<file path="src/rtl/vx_tcu_drl_fpmul_lanes.sv">
`default_nettype none
// =============================================================================
// Module      : vx_tcu_drl_fpmul_lanes
// Description : NUM_LANES-wide, 3-stage exact fp16/bf16 -> fp32 multiplier for
//               the tensor-core dot-product reduction lane. Optional build macro
//               VX_TCU_DRL_DENORM_EN adds subnormal-input support (LZC normalise).
// Revision    : 1.0  initial release
// =============================================================================
module vx_tcu_drl_fpmul_lanes #(
  parameter int NUM_LANES = 4,
  parameter int TAG_W     = 8
) (
  input  logic                      clk,
  input  logic                      reset_n,
  input  logic                      in_valid,
  output logic                      in_ready,
  input  logic                      in_fmt,
  input  logic [NUM_LANES*16-1:0]   in_a,
  input  logic [NUM_LANES*16-1:0]   in_b,
  input  logic [TAG_W-1:0]          in_tag,
  output logic                      out_valid,
  input  logic                      out_ready,
  output logic [NUM_LANES*32-1:0]   out_y,
  output logic [NUM_LANES*3-1:0]    out_flags,
  output logic [TAG_W-1:0]          out_tag,
  output logic                      busy
);

  typedef struct packed {
    logic        sgn;
    logic        nan;
    logic        snan;
    logic        inf;
    logic        zero;
    logic [10:0] man;
    logic [9:0]  ebits;
  } op_t;

  // Fraction is left-justified into 10 bits so the quiet-NaN bit is always fr[9].
  function automatic op_t decode(input logic [15:0] x, input logic fmt);
    op_t        o;
    logic [7:0] ex;
    logic [9:0] fr;
    logic       ex_max;
    logic       ex_zero;
    logic       hid;
    o = '0;
    if (fmt) begin
      ex     = x[14:7];
      fr     = {x[6:0], 3'b000};
      ex_max = &x[14:7];
    end else begin
      ex     = {3'b000, x[14:10]};
      fr     = x[9:0];
      ex_max = &x[14:10];
    end
    ex_zero = (ex == 8'd0);
    o.sgn   = x[15];
    o.nan   = ex_max & (|fr);
    o.snan  = o.nan & ~fr[9];
    o.inf   = ex_max & ~(|fr);
`ifdef VX_TCU_DRL_DENORM_EN
    o.zero  = ex_zero & ~(|fr);
    hid     = ~ex_zero;
    o.ebits = ex_zero ? 10'd1 : {2'b00, ex};
`else
    o.zero  = ex_zero;
    hid     = 1'b1;
    o.ebits = {2'b00, ex};
`endif
    o.man   = fmt ? {3'b000, hid, x[6:0]} : {hid, x[9:0]};
    return o;
  endfunction

  logic             en;
  logic             s1_v, s2_v, s3_v;
  logic             s1_fmt, s2_fmt;
  logic [TAG_W-1:0] s1_tag, s2_tag, s3_tag;

  assign en        = ~s3_v | out_ready;
  assign in_ready  = en;
  assign out_valid = s3_v;
  assign out_tag   = s3_tag;
  assign busy      = s1_v | s2_v | s3_v;

  always_ff @(posedge clk or negedge reset_n) begin
    if (!reset_n) begin
      s1_v   <= 1'b0;
      s2_v   <= 1'b0;
      s3_v   <= 1'b0;
      s1_fmt <= 1'b0;
      s2_fmt <= 1'b0;
      s1_tag <= '0;
      s2_tag <= '0;
      s3_tag <= '0;
    end else if (en) begin
      s1_v <= in_valid;
      s2_v <= s1_v;
      s3_v <= s2_v;
      if (in_valid) begin
        s1_fmt <= in_fmt;
        s1_tag <= in_tag;
      end
      if (s1_v) begin
        s2_fmt <= s1_fmt;
        s2_tag <= s1_tag;
      end
      if (s2_v) s3_tag <= s2_tag;
    end
  end

  for (genvar i = 0; i < NUM_LANES; i++) begin : g_lane
    op_t               da, db;
    logic              inf_x_zero;
    logic              s1_sgn, s1_nan, s1_inf, s1_zero, s1_nv;
    logic [10:0]       s1_ma, s1_mb;
    logic signed [9:0] s1_e;
    logic              s2_sgn, s2_nan, s2_inf, s2_zero, s2_nv;
    logic [21:0]       s2_prod;
    logic signed [9:0] s2_e;
    logic [21:0]       pj;
    logic [22:0]       frac;
    logic signed [9:0] e_n;
    logic [31:0]       y;
    logic [2:0]        fl;
    logic [31:0]       s3_y;
    logic [2:0]        s3_fl;
`ifdef VX_TCU_DRL_DENORM_EN
    logic [4:0]        lz;
`else
    logic [22:0]       fj;
`endif

    assign da         = decode(in_a[16*i +: 16], in_fmt);
    assign db         = decode(in_b[16*i +: 16], in_fmt);
    assign inf_x_zero = (da.inf & db.zero) | (da.zero & db.inf);

    // Stage 3: normalise the product and resolve specials / range (NaN > inf > zero > normal).
    always_comb begin
      pj = s2_fmt ? {s2_prod[15:0], 6'b000000} : s2_prod;
`ifdef VX_TCU_DRL_DENORM_EN
      lz = 5'd22;
      for (int k = 0; k < 22; k++) begin
        if (pj[k]) lz = 5'(21 - k);
      end
      // Shifting one past the leading one drops the hidden bit.
      frac = {pj << (lz + 5'd1), 1'b0};
      e_n  = s2_e + 10'sd1 - $signed({5'b00000, lz});
`else
      fj   = {pj[20:0], 2'b00};
      frac = pj[21] ? fj : (fj << 1);
      e_n  = pj[21] ? (s2_e + 10'sd1) : s2_e;
`endif
      y  = {s2_sgn, e_n[7:0], frac};
      fl = 3'b000;
      if (s2_nan) begin
        y  = 32'h7FC0_0000;
        fl = {s2_nv, 2'b00};
      end else if (s2_inf) begin
        y  = {s2_sgn, 8'hFF, 23'd0};
      end else if (s2_zero) begin
        y  = {s2_sgn, 31'd0};
      end else if (e_n >= 10'sd255) begin
        y  = {s2_sgn, 8'hFF, 23'd0};
        fl = 3'b010;
      end else if (e_n <= 10'sd0) begin
        y  = {s2_sgn, 31'd0};
        fl = 3'b001;
      end
    end

    always_ff @(posedge clk or negedge reset_n) begin
      if (!reset_n) begin
        s1_sgn  <= 1'b0;
        s1_nan  <= 1'b0;
        s1_inf  <= 1'b0;
        s1_zero <= 1'b0;
        s1_nv   <= 1'b0;
        s1_ma   <= '0;
        s1_mb   <= '0;
        s1_e    <= '0;
        s2_sgn  <= 1'b0;
        s2_nan  <= 1'b0;
        s2_inf  <= 1'b0;
        s2_zero <= 1'b0;
        s2_nv   <= 1'b0;
        s2_prod <= '0;
        s2_e    <= '0;
        s3_y    <= '0;
        s3_fl   <= '0;
      end else if (en) begin
        if (in_valid) begin
          s1_sgn  <= da.sgn ^ db.sgn;
          s1_nan  <= da.nan | db.nan | inf_x_zero;
          s1_inf  <= da.inf | db.inf;
          s1_zero <= da.zero | db.zero;
          s1_nv   <= da.snan | db.snan | inf_x_zero;
          s1_ma   <= da.man;
          s1_mb   <= db.man;
          // bias 127 (bf16): -254+127 ; bias 15 (fp16): -30+127
          s1_e    <= in_fmt ? (da.ebits + db.ebits - 10'd127)
                            : (da.ebits + db.ebits + 10'd97);
        end
        if (s1_v) begin
          s2_sgn  <= s1_sgn;
          s2_nan  <= s1_nan;
          s2_inf  <= s1_inf;
          s2_zero <= s1_zero;
          s2_nv   <= s1_nv;
          s2_prod <= {11'd0, s1_ma} * {11'd0, s1_mb};
          s2_e    <= s1_e;
        end
        if (s2_v) begin
          s3_y  <= y;
          s3_fl <= fl;
        end
      end
    end

    assign out_y[32*i +: 32]   = s3_y;
    assign out_flags[3*i +: 3] = s3_fl;
  end

endmodule
`default_nettype wire

</file>
<file path="config.mk">
export PLATFORM = sky130hd
export DESIGN_NAME = vx_tcu_drl_fpmul_lanes
export DESIGN_NICKNAME = d
export VERILOG_FILES = /design/src/rtl/vx_tcu_drl_fpmul_lanes.sv
export SDC_FILE = /design/constraint.sdc
export NUM_CORES = 2
export LEC_CHECK = 0
export BUFFER_PORTS_ARGS = -buffer_cell sky130_fd_sc_hd__buf_2
export CAP_MARGIN = 20
export CELL_PAD_IN_SITES_DETAIL_PLACEMENT = 0
export CELL_PAD_IN_SITES_GLOBAL_PLACEMENT = 1
export CORE_MARGIN = 4
export CORE_UTILIZATION = 48
export DETAILED_ROUTE_END_ITERATION = 12
export PLACE_DENSITY = 0.89
export SKIP_CTS_REPAIR_TIMING = 1
export SYNTH_ARGS = -nofsm -noshare
export SYNTH_HDL_FRONTEND = slang
export SYNTH_SLANG_ARGS = --single-unit
</file>
<file path="constraint.sdc">
create_clock -name clk -period 7.35 [get_ports clk]
set_clock_uncertainty 0.05 [all_clocks]
set_input_delay 0.735 -clock clk [delete_from_list [all_inputs] [get_ports clk]]
set_output_delay 0.735 -clock clk [all_outputs]
set_load 0.02 [all_outputs]
</file>
# Word level (Yosys, flattened, before mapping)
# Index checks and enable logic that the tools add are counted.
# classes
reduce_logical	35
n_mul	4
n_lt_le_gt_ge	8
addsub	16
n_mux	88
n_bitwise	84
# op_table
cell	count
31-bit 2-to-1 mux	16
10-bit 2-to-1 mux	16
32-bit 2-to-1 mux	4
23-bit 2-to-1 mux	4
11-bit by 11-bit multiplier with 22-bit output	4
11-bit 2-to-1 mux	8
22-bit 2-to-1 mux	4
10-bit OR reduction	8
8-bit zero test	8
8-bit 2-to-1 mux	8
8-bit AND reduction	8
10-bit by 2-bit adder with 10-bit output (second input constant)	4
9-bit by 7-bit adder with 10-bit output (second input constant)	4
10-bit by 9-bit greater-or-equal comparator with 1-bit output (second input constant)	4
10-bit by 1-bit less-or-equal comparator with 1-bit output (second input constant)	4
5-bit AND reduction	8
10-bit by 7-bit subtractor with 10-bit output (second input constant)	4
8-bit by 8-bit adder with 9-bit output	4
1-bit AND	32
1-bit bitwise OR	31
2-bit 2-to-1 mux	12
1-bit NOT	17
1-bit 2-to-1 mux	12
3-bit 2-to-1 mux	4
other kinds (2)	7
# word_totals
output_inout_bits	151
reg_bits	465
in_bits	141
word_cells	311

# Longest topological paths before layout
# depth
depth_word	8
depth_mapped	21
depth_no_buf	20

# Worst setup path after synthesis
# No wires, ideal clock.
# synth_timing
path_kind	flip-flop to flip-flop
from	register g_lane[0].s1_ma[10] (netlist name)
to	register g_lane[2].s2_prod[20]
period_less_slack_ns	5.475
path_stages_with_launch	21
arrival_time_ns	5.292
n_path_buf	2
path_slack_ns	1.875
required_time_ns	7.167
setup_time_ns	0.133
cell_sequence	dfrtp_1 clkbuf_1 clkbuf_1 nand2_1 fa_1 inv_1 fa_1 fa_1 fa_1 inv_1 fa_1 inv_1 ha_1 and4_1 and2_1 o311ai_0 a31oi_1 and3_1 a311oi_1 xor2_1 o21ai_0
# synth_rtl
item	line	rtl
to (signal assigned)	210	s2_prod <= {11'd0, s1_ma} * {11'd0, s1_mb};
to (decl)	119	logic [21:0] s2_prod;

==> flow_summary.ini <==
[pwr]
power_density_nw_per_um2 = 512
leakagePower_nw = 21.7
peakVddDrop_mv = 0.417

[run]
max-cap-violations = 0

[drt]
postRouteAntennaNets = 0
num_vias = 31200
first_iter_violations = 2047
drc = 0
wl_mm = 105
via_per_inst = 5.44
routedWlPerCell_um = 18.4
drt-pass1-iter-count = 6

[grt]
antenna_found_initial = 4
grt_first_pass_wirelength_mm = 169
grtUsageTotal = 0.240
grt_max_degree = 159
grt_pass1_vias = 30800
overflow = 0
use_met1 = 0.338
use_met2 = 0.392
use_met3 = 0.0355
grt.busiest_layer = met2

[place]
portBuffers = 283
dp.cells = 5634
dp.final_hpwl_mm = 80.7
gp_congestion = 0.893
post-place-ws_ns = 1.52

[die]
core_um2 = 82000
die-area_um2 = 87300
fp-row-count = 105
die_y_um = 296
die_w_um = 296
start_util = 0.484
ios = 292

[yosys]
synth-edff-count = 0
syn-instance-count = 4516
synth.cell_area_um2 = 39700
synth-seq-area-share = 0.284
synth_cell_types = 80
ys_warn_count = 0
syn_area_per_cell_um2 = 8.79
ys.flop_type = dfrtp_1
synth-seq-cells = 450
synthArstFlopShare = 1.00

[sta]
fin_crit_ns = 5.85
finalSetupViolations = 0
final_max_slew_viol_count = 0
tns_ns = 0
maxSlewHeadroom = 0.361
post-route-period-util = 0.797
rsz0062_at_grt = no
fmax_ghz = 0.171
worst_pin_slew_ns = 0.958
finalHoldWorstSlack_ns = 0.0694
finalHoldViolations = 0
fin_ws_ns = 1.50

[final_layout]
fin_util = 0.529
area_growth_syn_to_layout_pct = 9.40
multiInputGateArea_um2 = 25700
register_area_um2 = 11300
final_cells = 5733
drive_above_1_share = 0.103
layout.nets = 5365
fillerInstances = 7651

[setup_path]
worstReg2RegEnd = g_lane[3].s2_prod[20]
r2r-start = g_lane[0].s1_ma[10]
critPathKind = reg2reg
start_kind = flop
cp_slowest_cell = dfrtp_2
critPathMaxStageDelay_ns = 0.87
crit_top_cell = fa_1
cp_cell_sequence = buf_4 > nand2_1 > fa_1 > inv_1 > fa_1 > fa_1 > fa_1 > inv_1 > fa_1 > inv_1 > ha_1 > a21o_1 > a21o_1 > a21oi_1 > o21a_1 > o31a_1 > o21ai_0 > nor3_1 > a311oi_1
reg2regPathDepth = 19
crit_fanout = 42
crit_required_ns = 7.76
crit_arrival_ns = 6.27
cp-end-kind = flop
ff2ff_setup_slack_ns = 1.50

[clocking]
clk_path_buf_depth = 3
cts_max_level = 2
clock_sinks = 450
clock_latency_ns = 0.62
clk_pin_slew_ns = 0.06
cts_tree = yes
cts_made_buffers = 53
cts-root-buf = clkbuf_16

[status]
outcome = finished clean

[hold_path]
hp-class = in2async
## through the flow
stage / instance area [um2] / power (mW)
floorplan: 39700 / 15.9
detailed placement: 41700 / 19.6
global route: 43400 / 24.8
CTS: 43400 / 22.4
global placement: 41700 / 19.3
finish: 43400 / 22.2
## cell usage in the layout, fill, tap and decap left out, types with 32 or more instances in the layout
master | synthesis | routed
nand3_1 | 64 | 64
inv_1 | 449 | 448
o31ai_1 | 32 | 32
clkbuf_16 | 0 | 55
a211oi_1 | 54 | 54
a21oi_1 | 132 | 132
mux2_2 | 47 | 47
nor2b_1 | 49 | 49
nand2_1 | 973 | 970
and2_1 | 301 | 298
mux2i_1 | 73 | 73
buf_2 | 12 | 281
nor2_1 | 159 | 159
xnor2_1 | 91 | 91
xor2_1 | 56 | 56
ha_1 | 280 | 280
a22o_1 | 83 | 83
fa_1 | 324 | 324
o21ai_0 | 190 | 190
a31oi_1 | 40 | 40
dfrtp_1 | 450 | 448
nor3_1 | 70 | 70
## layout make-up
class / instances / area share
Sequential cell: 450 / 0.260
Inverter: 449 / 0.0388
Timing Repair Buffer: 307 / 0.0381
Antenna cell: 4 / 0.000231
Clock inverter: 20 / 0.00458
Multi-Input combinational cell: 3359 / 0.593
Tap cell: 1070 / 0.0308
Clock buffer: 74 / 0.0350
## synthesized netlist by cell type (40+ instances only)
master    number  area [um2]
mux2_2        47         529
nor3_1        70         350
o21ai_0      190         951
clkbuf_1     212         796
and2_1       301        1880
a211oi_1      54         405
nor2b_1       49         307
dfrtp_1      450       11300
nand2_1      973        3650
nor2_1       159         597
xor2_1        56         490
fa_1         324        6490
inv_1        449        1690
nand3_1       64         320
a21oi_1      132         661
xnor2_1       91         797
ha_1         280        3500
a31oi_1       40         250
a22o_1        83         727
mux2i_1       73         731
## report_power, final
part           switching [mW]  internal, mW
Sequential               1.40          3.43
Combinational            8.47          6.28
Clock                    1.09          1.54
## sequential cells by signal, indices dropped and copies added, names as in the netlist, 4 cells and up
signal and flops:
g_lane.s1_mb 40, g_lane.s2_nv 4, g_lane.s1_ma 41, g_lane.s1_sgn 4, g_lane.s2_nan 4, g_lane.s2_e 40
g_lane.s2_inf 4, g_lane.s1_nan 4, s1_tag 8, g_lane.s2_sgn 4, g_lane.s2_prod 88, g_lane.s2_zero 4
g_lane.s3_fl 12, g_lane.s1_inf 4, out_tag 8, g_lane.s1_zero 4, g_lane.s3_y 120, g_lane.s1_e 40
g_lane.s1_nv 4, s2_tag 8
## logic make-up (layout without fill, tap and decap cells)
kind of cell | after synthesis | in the layout | share of synthesized area
compound gates | 712 | 712 | 0.119
xor+xnor | 147 | 147 | 0.0324
fa+ha+maj | 604 | 604 | 0.252
buf+inv | 714 | 850 | 0.0695
flops | 450 | 450 | 0.284
mux | 138 | 138 | 0.0413
other cells | 1 | 12 | 0.0000945
simple gates | 1750 | 1750 | 0.202
## worst max path at each step
| stage | from | endpoint | slack, ns | cells past startpoint |
|---|---|---|---|---|
| floorplan | g_lane[0].s1_ma[10] | g_lane[2].s2_prod[20] | 1.88 | 20 |
| global placement | g_lane[0].s1_ma[10] | g_lane[3].s2_prod[20] | 1.55 | 19 |
| detailed placement | g_lane[0].s1_ma[10] | g_lane[3].s2_prod[20] | 1.52 | 19 |
| CTS | g_lane[0].s1_ma[10] | g_lane[3].s2_prod[20] | 1.50 | 19 |
| global route | g_lane[0].s1_ma[10] | g_lane[3].s2_prod[20] | 1.13 | 19 |
| finish | g_lane[0].s1_ma[10] | g_lane[3].s2_prod[20] | 1.50 | 19 |
## worst max-delay path, delay by kind of cell, from the launching register on
family	cells	cell delay, ns
simple gates	2	0.34
compound gates	7	1.09
buf+inv	4	0.61
fa+ha+maj	6	2.72
flops	1	0.87
## routing by layer
metal,up-vias,wire length [um]
met5,-,7
met4,2,2840
met3,155,6000
met2,799,48600
met1,15200,47900
li1,15100,-
Power figures use the tool's default switching activity.
